--- src/rtl/casr_ctrl.sv ---
// casr_ctrl: sequencing controller for the 37-bit hybrid rule-90/150 CASR.
// It warms the CASR up after a start command, then steps it in decimated
// bursts and presents the low OUT_W bits of its state on a valid/ready
// handshake. It also routes entropy into the CASR perturbation input and
// forces a reseed whenever the CASR sits in the all-zero lock-up state.
// The CASR instance's active-low rst_n must be tied to ~rst at integration.
module casr_ctrl #(
  parameter int unsigned WARMUP = 64,
  parameter int unsigned DECIM  = 4,
  parameter int unsigned OUT_W  = 16
) (
  input  logic             clk,
  input  logic             rst,
  input  logic             i_start,
  input  logic             i_stop,
  input  logic             i_ent_bit,
  input  logic             i_ent_valid,
  output logic             o_ent_ready,
  input  logic [36:0]      i_casr_state,
  output logic             o_casr_en,
  output logic             o_casr_ptb,
  output logic             o_casr_ptb_valid,
  output logic [OUT_W-1:0] o_data,
  output logic             o_valid,
  input  logic             i_ready,
  output logic             o_busy,
  output logic [7:0]       o_zero_cnt
);

  localparam int unsigned CMAX = (WARMUP > DECIM) ? WARMUP : DECIM;
  localparam int unsigned CW   = (CMAX > 1) ? $clog2(CMAX) : 1;

  localparam logic [CW-1:0] WARM_LAST  = CW'(WARMUP - 1);
  localparam logic [CW-1:0] DECIM_LAST = CW'(DECIM - 1);

  typedef enum logic [1:0] {
    S_IDLE,
    S_WARMUP,
    S_RUN,
    S_EMIT
  } state_t;

  state_t        state;
  state_t        state_nx;
  logic [CW-1:0] cnt;
  logic [CW-1:0] cnt_nx;
  logic          casr_zero;

  // State and step-counter register.
  always_ff @(posedge clk or posedge rst) begin
    if (rst) begin
      state <= S_IDLE;
      cnt   <= '0;
    end else begin
      state <= state_nx;
      cnt   <= cnt_nx;
    end
  end

  // Next-state logic: stop wins over counter completion and over the handshake.
  always_comb begin
    state_nx = state;
    cnt_nx   = cnt;
    unique case (state)
      S_IDLE: begin
        if (i_start && !i_stop) begin
          state_nx = S_WARMUP;
          cnt_nx   = '0;
        end
      end
      S_WARMUP: begin
        if (i_stop) begin
          state_nx = S_IDLE;
          cnt_nx   = '0;
        end else if (cnt == WARM_LAST) begin
          state_nx = S_RUN;
          cnt_nx   = '0;
        end else begin
          cnt_nx = cnt + CW'(1);
        end
      end
      S_RUN: begin
        if (i_stop) begin
          state_nx = S_IDLE;
          cnt_nx   = '0;
        end else if (cnt == DECIM_LAST) begin
          state_nx = S_EMIT;
          cnt_nx   = '0;
        end else begin
          cnt_nx = cnt + CW'(1);
        end
      end
      S_EMIT: begin
        if (i_stop) begin
          state_nx = S_IDLE;
          cnt_nx   = '0;
        end else if (i_ready) begin
          state_nx = S_RUN;
          cnt_nx   = '0;
        end
      end
      default: begin
        state_nx = S_IDLE;
        cnt_nx   = '0;
      end
    endcase
  end

  // Output decode: purely from the registered state plus CASR/entropy inputs.
  always_comb begin
    casr_zero        = (i_casr_state == '0);
    o_casr_en        = (state == S_WARMUP) || (state == S_RUN);
    o_valid          = (state == S_EMIT);
    o_busy           = (state != S_IDLE);
    o_ent_ready      = o_casr_en;
    o_data           = o_valid ? i_casr_state[OUT_W-1:0] : '0;
    o_casr_ptb       = o_casr_en && (casr_zero || i_ent_bit);
    o_casr_ptb_valid = o_casr_en && (casr_zero || i_ent_valid);
  end

  // Saturating count of forced reseeds; cleared only by reset.
  always_ff @(posedge clk or posedge rst) begin
    if (rst) begin
      o_zero_cnt <= '0;
    end else if (o_casr_en && casr_zero && (o_zero_cnt != '1)) begin
      o_zero_cnt <= o_zero_cnt + 8'd1;
    end
  end

endmodule

--- config.mk ---
export PLATFORM = sky130hd
export DESIGN_NAME = casr_ctrl
export DESIGN_NICKNAME = d
export VERILOG_FILES = /design/src/rtl/casr_ctrl.sv
export SDC_FILE = /design/constraint.sdc
export NUM_CORES = 1
export LEC_CHECK = 0
export ABC_AREA = 1
export CAP_MARGIN = 20
export CORE_ASPECT_RATIO = 1.75
export CORE_MARGIN = 2
export CORE_UTILIZATION = 39
export CTS_CLUSTER_DIAMETER = 60
export DETAILED_ROUTE_END_ITERATION = 8
export GPL_ROUTABILITY_DRIVEN = 0
export PLACE_DENSITY = 0.85
export SYNTH_ARGS = -nofsm -noshare
export SYNTH_HDL_FRONTEND = slang
export SYNTH_SLANG_ARGS = --single-unit
--- constraint.sdc ---
create_clock -name clk -period 1.8 [get_ports clk]
set_clock_uncertainty 0.1 [all_clocks]
set_input_delay 0.54 -clock clk [delete_from_list [all_inputs] [get_ports clk]]
set_output_delay 0.54 -clock clk [all_outputs]
set_load 0.005 [all_outputs]
==> flow_summary_export.csv <==
group,metric,value,unit
finish,area_growth,92.80,%
finish,number_of_nets_in_the_finished_design,368,
yosys,synth.yosys.warnings,0,
placement,dp_slack,-1037,ps
routing,drc,0,
timing,layout_worst_path_cycle_share,115.1,%
global_routing,global_route_wire_length_before_repair,7.431,mm
clock_network,cts_root_buf,"clkbuf_8",
die,standard_cell_core_area,3363,um2
yosys,synth-seq-cells,16,
worst_setup_path,startpoint_kind_of_the_worst_setup_timing_path,"primary input",
flow_run,maxCapViolCount,0,
timing,max_slew.worst_pin.slew,215.9,ps
timing,finalHoldWorstSlack,420.6,ps
worst_setup_path,crit_path_end_kind,"primary output",
clock_network,clk-insertion-delay-late,250,ps
clock_network,clk_transition_reported_paths,60,ps
yosys,synth_async_sr_flop_share,100.0,%
timing,finalWorstPathRequiredPeriod,2071,ps
routing,drt-vias-per-instance,4.972,
clock_network,clockBufferDepth,2,
worst_setup_path,timing.rr.start,"state[1]$_DFFE_PP0P_",
worst_setup_path,critical_path.max_stage_delay,120,ps
placement,detailed_place_hpwl,3.299,mm
die,core.rowCount,28,
finish,count_of_antenna_diodes_in_the_layout,0,
clock_network,tritoncts_clock_tree,"built",
global_routing,vias_in_the_first_global_route,1752,
routing,wire_per_inst,14.20,um
yosys,synth_enable_flop_cells,0,
timing,max-slew-margin-rel,85.45,%
clock_network,numClockSinks,16,
timing,fin_tns_setup,-3438,ps
yosys,ys_top_cells_by_area,"dfrtp_1 (30%), nand2_1 (18%), inv_1 (10%)",
yosys,mappedNetlistNets,260,
clock_network,cts_max_level,1,
yosys,postSynth.topFlopCell,"dfrtp_1",
clock_network,postCtsHoldBufs,0,
hold_path,hold_path_startpoint,"cnt[0]$_DFFE_PP0P_",
outcome,outcome,"finished with violations",
yosys,synth_top_cell_by_area,"dfrtp_1",
clock_network,cts_buffers,3,
worst_setup_path,worst-path-max-fanout,2,
worst_setup_path,endpoint_arrival_time_on_the_critical_path,1430,ps
pwr,vdd_drop_max,0.4947,mV
timing,maximum_operating_frequency,0.4828,GHz
timing,report.final.setup_viol,22,
routing,vias,1800,
worst_setup_path,critical_path.cell_chain,"buf_2 -> nor2_2 -> nand2_2 -> nor2_4 -> nand2_2 -> nor2_8 -> nand2_4 -> a21oi_2 -> buf_2",
die,die_w,48.58,um
yosys,netlist.area_leader.share,29.52,%
pwr,p_per_area,778.7,nW/um2
placement,placement.io_buffers,73,
yosys,post_synth.cell_area_avg,6.459,um2
die,die_area,3984,um2
hold_path,timing.hold.worst.class,"reg2reg",
routing,postRouteWirelength,5.141,mm
worst_setup_path,critPathSlowestCell,"buf_2",
yosys,number_of_instances_in_the_synthesized_netlist,210,
worst_setup_path,critPathBufInv,2,
pwr,total_leakage_power,0.001494,uW
yosys,yosysUniqueCellTypes,26,
routing,dr.pass1.iters,4,
die,io-pin-count,74,
yosys,cell_area_after_synthesis,1356,um2
yosys,seq_area_frac_synth,29.52,%
die,die_h,82.01,um
pwr,power,2036,uW
routing,detail_route.iter0.violations,37,
worst_setup_path,source_of_the_critical_timing_path,"i_casr_state[17]",
global_routing,grt.overflow.total,0,
global_routing,gr-usage-all-layers,24.11,%
timing,hold_violations,0,
timing,timing.final.max_slew_violations,0,
timing,rsz0062_at_grt,"yes",
yosys,ys_top_cells_by_count,"nand2_1 (65), inv_1 (36), nor2_1 (24)",
global_routing,antenna_violations_before_repair,0,
die,floorplan.initialDensity,40.33,%
yosys,most_used_standard_cell_by_instance_count_after_synthesis,"nand2_1",
worst_setup_path,critical_path.top_delay_family,"simple AND/OR/NAND/NOR gates",
outcome,failed_checks,"setup timing",
finish,post_route_cells_drive_above_1_share,52.68,%
global_routing,grt_max_degree,17,
timing,final.setup.worst_slack,-271.1,ps
worst_setup_path,worst_ep_required_time,1160,ps
routing,ant_nets,0,
worst_setup_path,critPathKind,"in2out",
-- stage by stage --
| stage | utilization, % | std cells | instance area (um2) |
|---|---|---|---|
| 6_report | 77.75 | 362 | 2615 |
| 5_1_grt | 77.75 | 362 | 2615 |
| 4_1_cts | 72.73 | 361 | 2446 |
| 3_5_place_dp | 66.96 | 340 | 2252 |
| 3_3_place_gp | 66.96 | 340 | 2252 |
| 2_1_floorplan | - | 210 | 1356 |
-- flip-flops by register name (all words and copies together) (netlist names) --
| signal | cells |
|---|---|
| o_zero_cnt | 8 |
| state | 2 |
| cnt | 6 |
-- where the power goes --
group          switching, uW  internal, uW  total, uW  leakage (uW)
combinational            619           678       1300       0.00124
sequential              30.1           390        420      0.000221
clock                    126           194        320     0.0000288
total                    775          1260       2040       0.00149
-- worst reg2reg max path, cell delays in order, from the launching register on --
cell	delay, ps
dfrtp_1	390
buf_6	130
inv_4	40
buf_4	120
buf_6	100
buf_6	110
ha_4	140
nand2_2	60
o21bai_4	120
nand2_4	90
nor2_4	170
nand2_2	80
o21ai_2	70
-- cells by family (layout without fill, tap and decap cells) --
logic type,after synthesis,in the layout,share of synthesized area (%)
AO/OA/AOI/OAI,20,20,8.580
AND/OR/NAND/NOR,123,123,42.07
flip-flops,16,16,29.52
adder cells (fa/ha/maj),6,6,5.535
XOR/XNOR,4,4,2.583
buffers and inverters,41,148,11.72
-- layout by cell type (no fill, tap or decap), drive strengths merged, types with 4 or more instances in the layout --
cell type       n
a21oi           7
buf            69
nor2           31
nand3          12
clkbuf         20
clkdlybuf4s50  10
ha              6
dfrtp          16
nand2          68
inv            38
nand4          10
dlymetal6s2s    4
clkdlybuf4s15   7
o21ai          11
-- worst paths after layout --
| path | to | slack, ps | cells after the start |
|---|---|---|---|
| worst max-delay path | o_casr_ptb | -270 | 9 |
| worst min-delay path | cnt[0]$_DFFE_PP0P_ | 420 | 1 |
| worst max register to register | state[1]$_DFFE_PP0P_ | -10 | 12 |
| worst min register to register | cnt[0]$_DFFE_PP0P_ | 420 | 1 |
| max in group asynchronous | state[0]$_DFFE_PP0P_ | 920 | 3 |
| min in group asynchronous | cnt[2]$_DFFE_PP0P_ | 490 | 3 |
-- final cells by class --
cell class / count / area (um2)
Multi-Input combinational cell: 153 / 1039
Timing Repair Buffer: 106 / 909.6
Fill cell: 221 / 748.2
Sequential cell: 16 / 400.4
Inverter: 38 / 155.1
Tap cell: 45 / 56.30
Clock buffer: 4 / 55.05
-- layer usage --
layer | share of wire [%] | vias to the layer above | wire length [um] | track usage, %
li1 | - | 867 | - | -
met1 | 33 | 814 | 1690 | 21.02
met2 | 57 | 106 | 2910 | 49.86
met3 | 7.4 | 13 | 379 | 5.818
met4 | 3.1 | 0 | 161 | 12.57
met5 | 0 | - | 0 | 0
-- what timing repair did --
action,CTS,global route
gates resized for setup,222,109
setup endpoints to repair,36,42
buffers inserted,15,5
pin swaps,34,40
cloned,2,0
(Power assumes the default switching activity.)
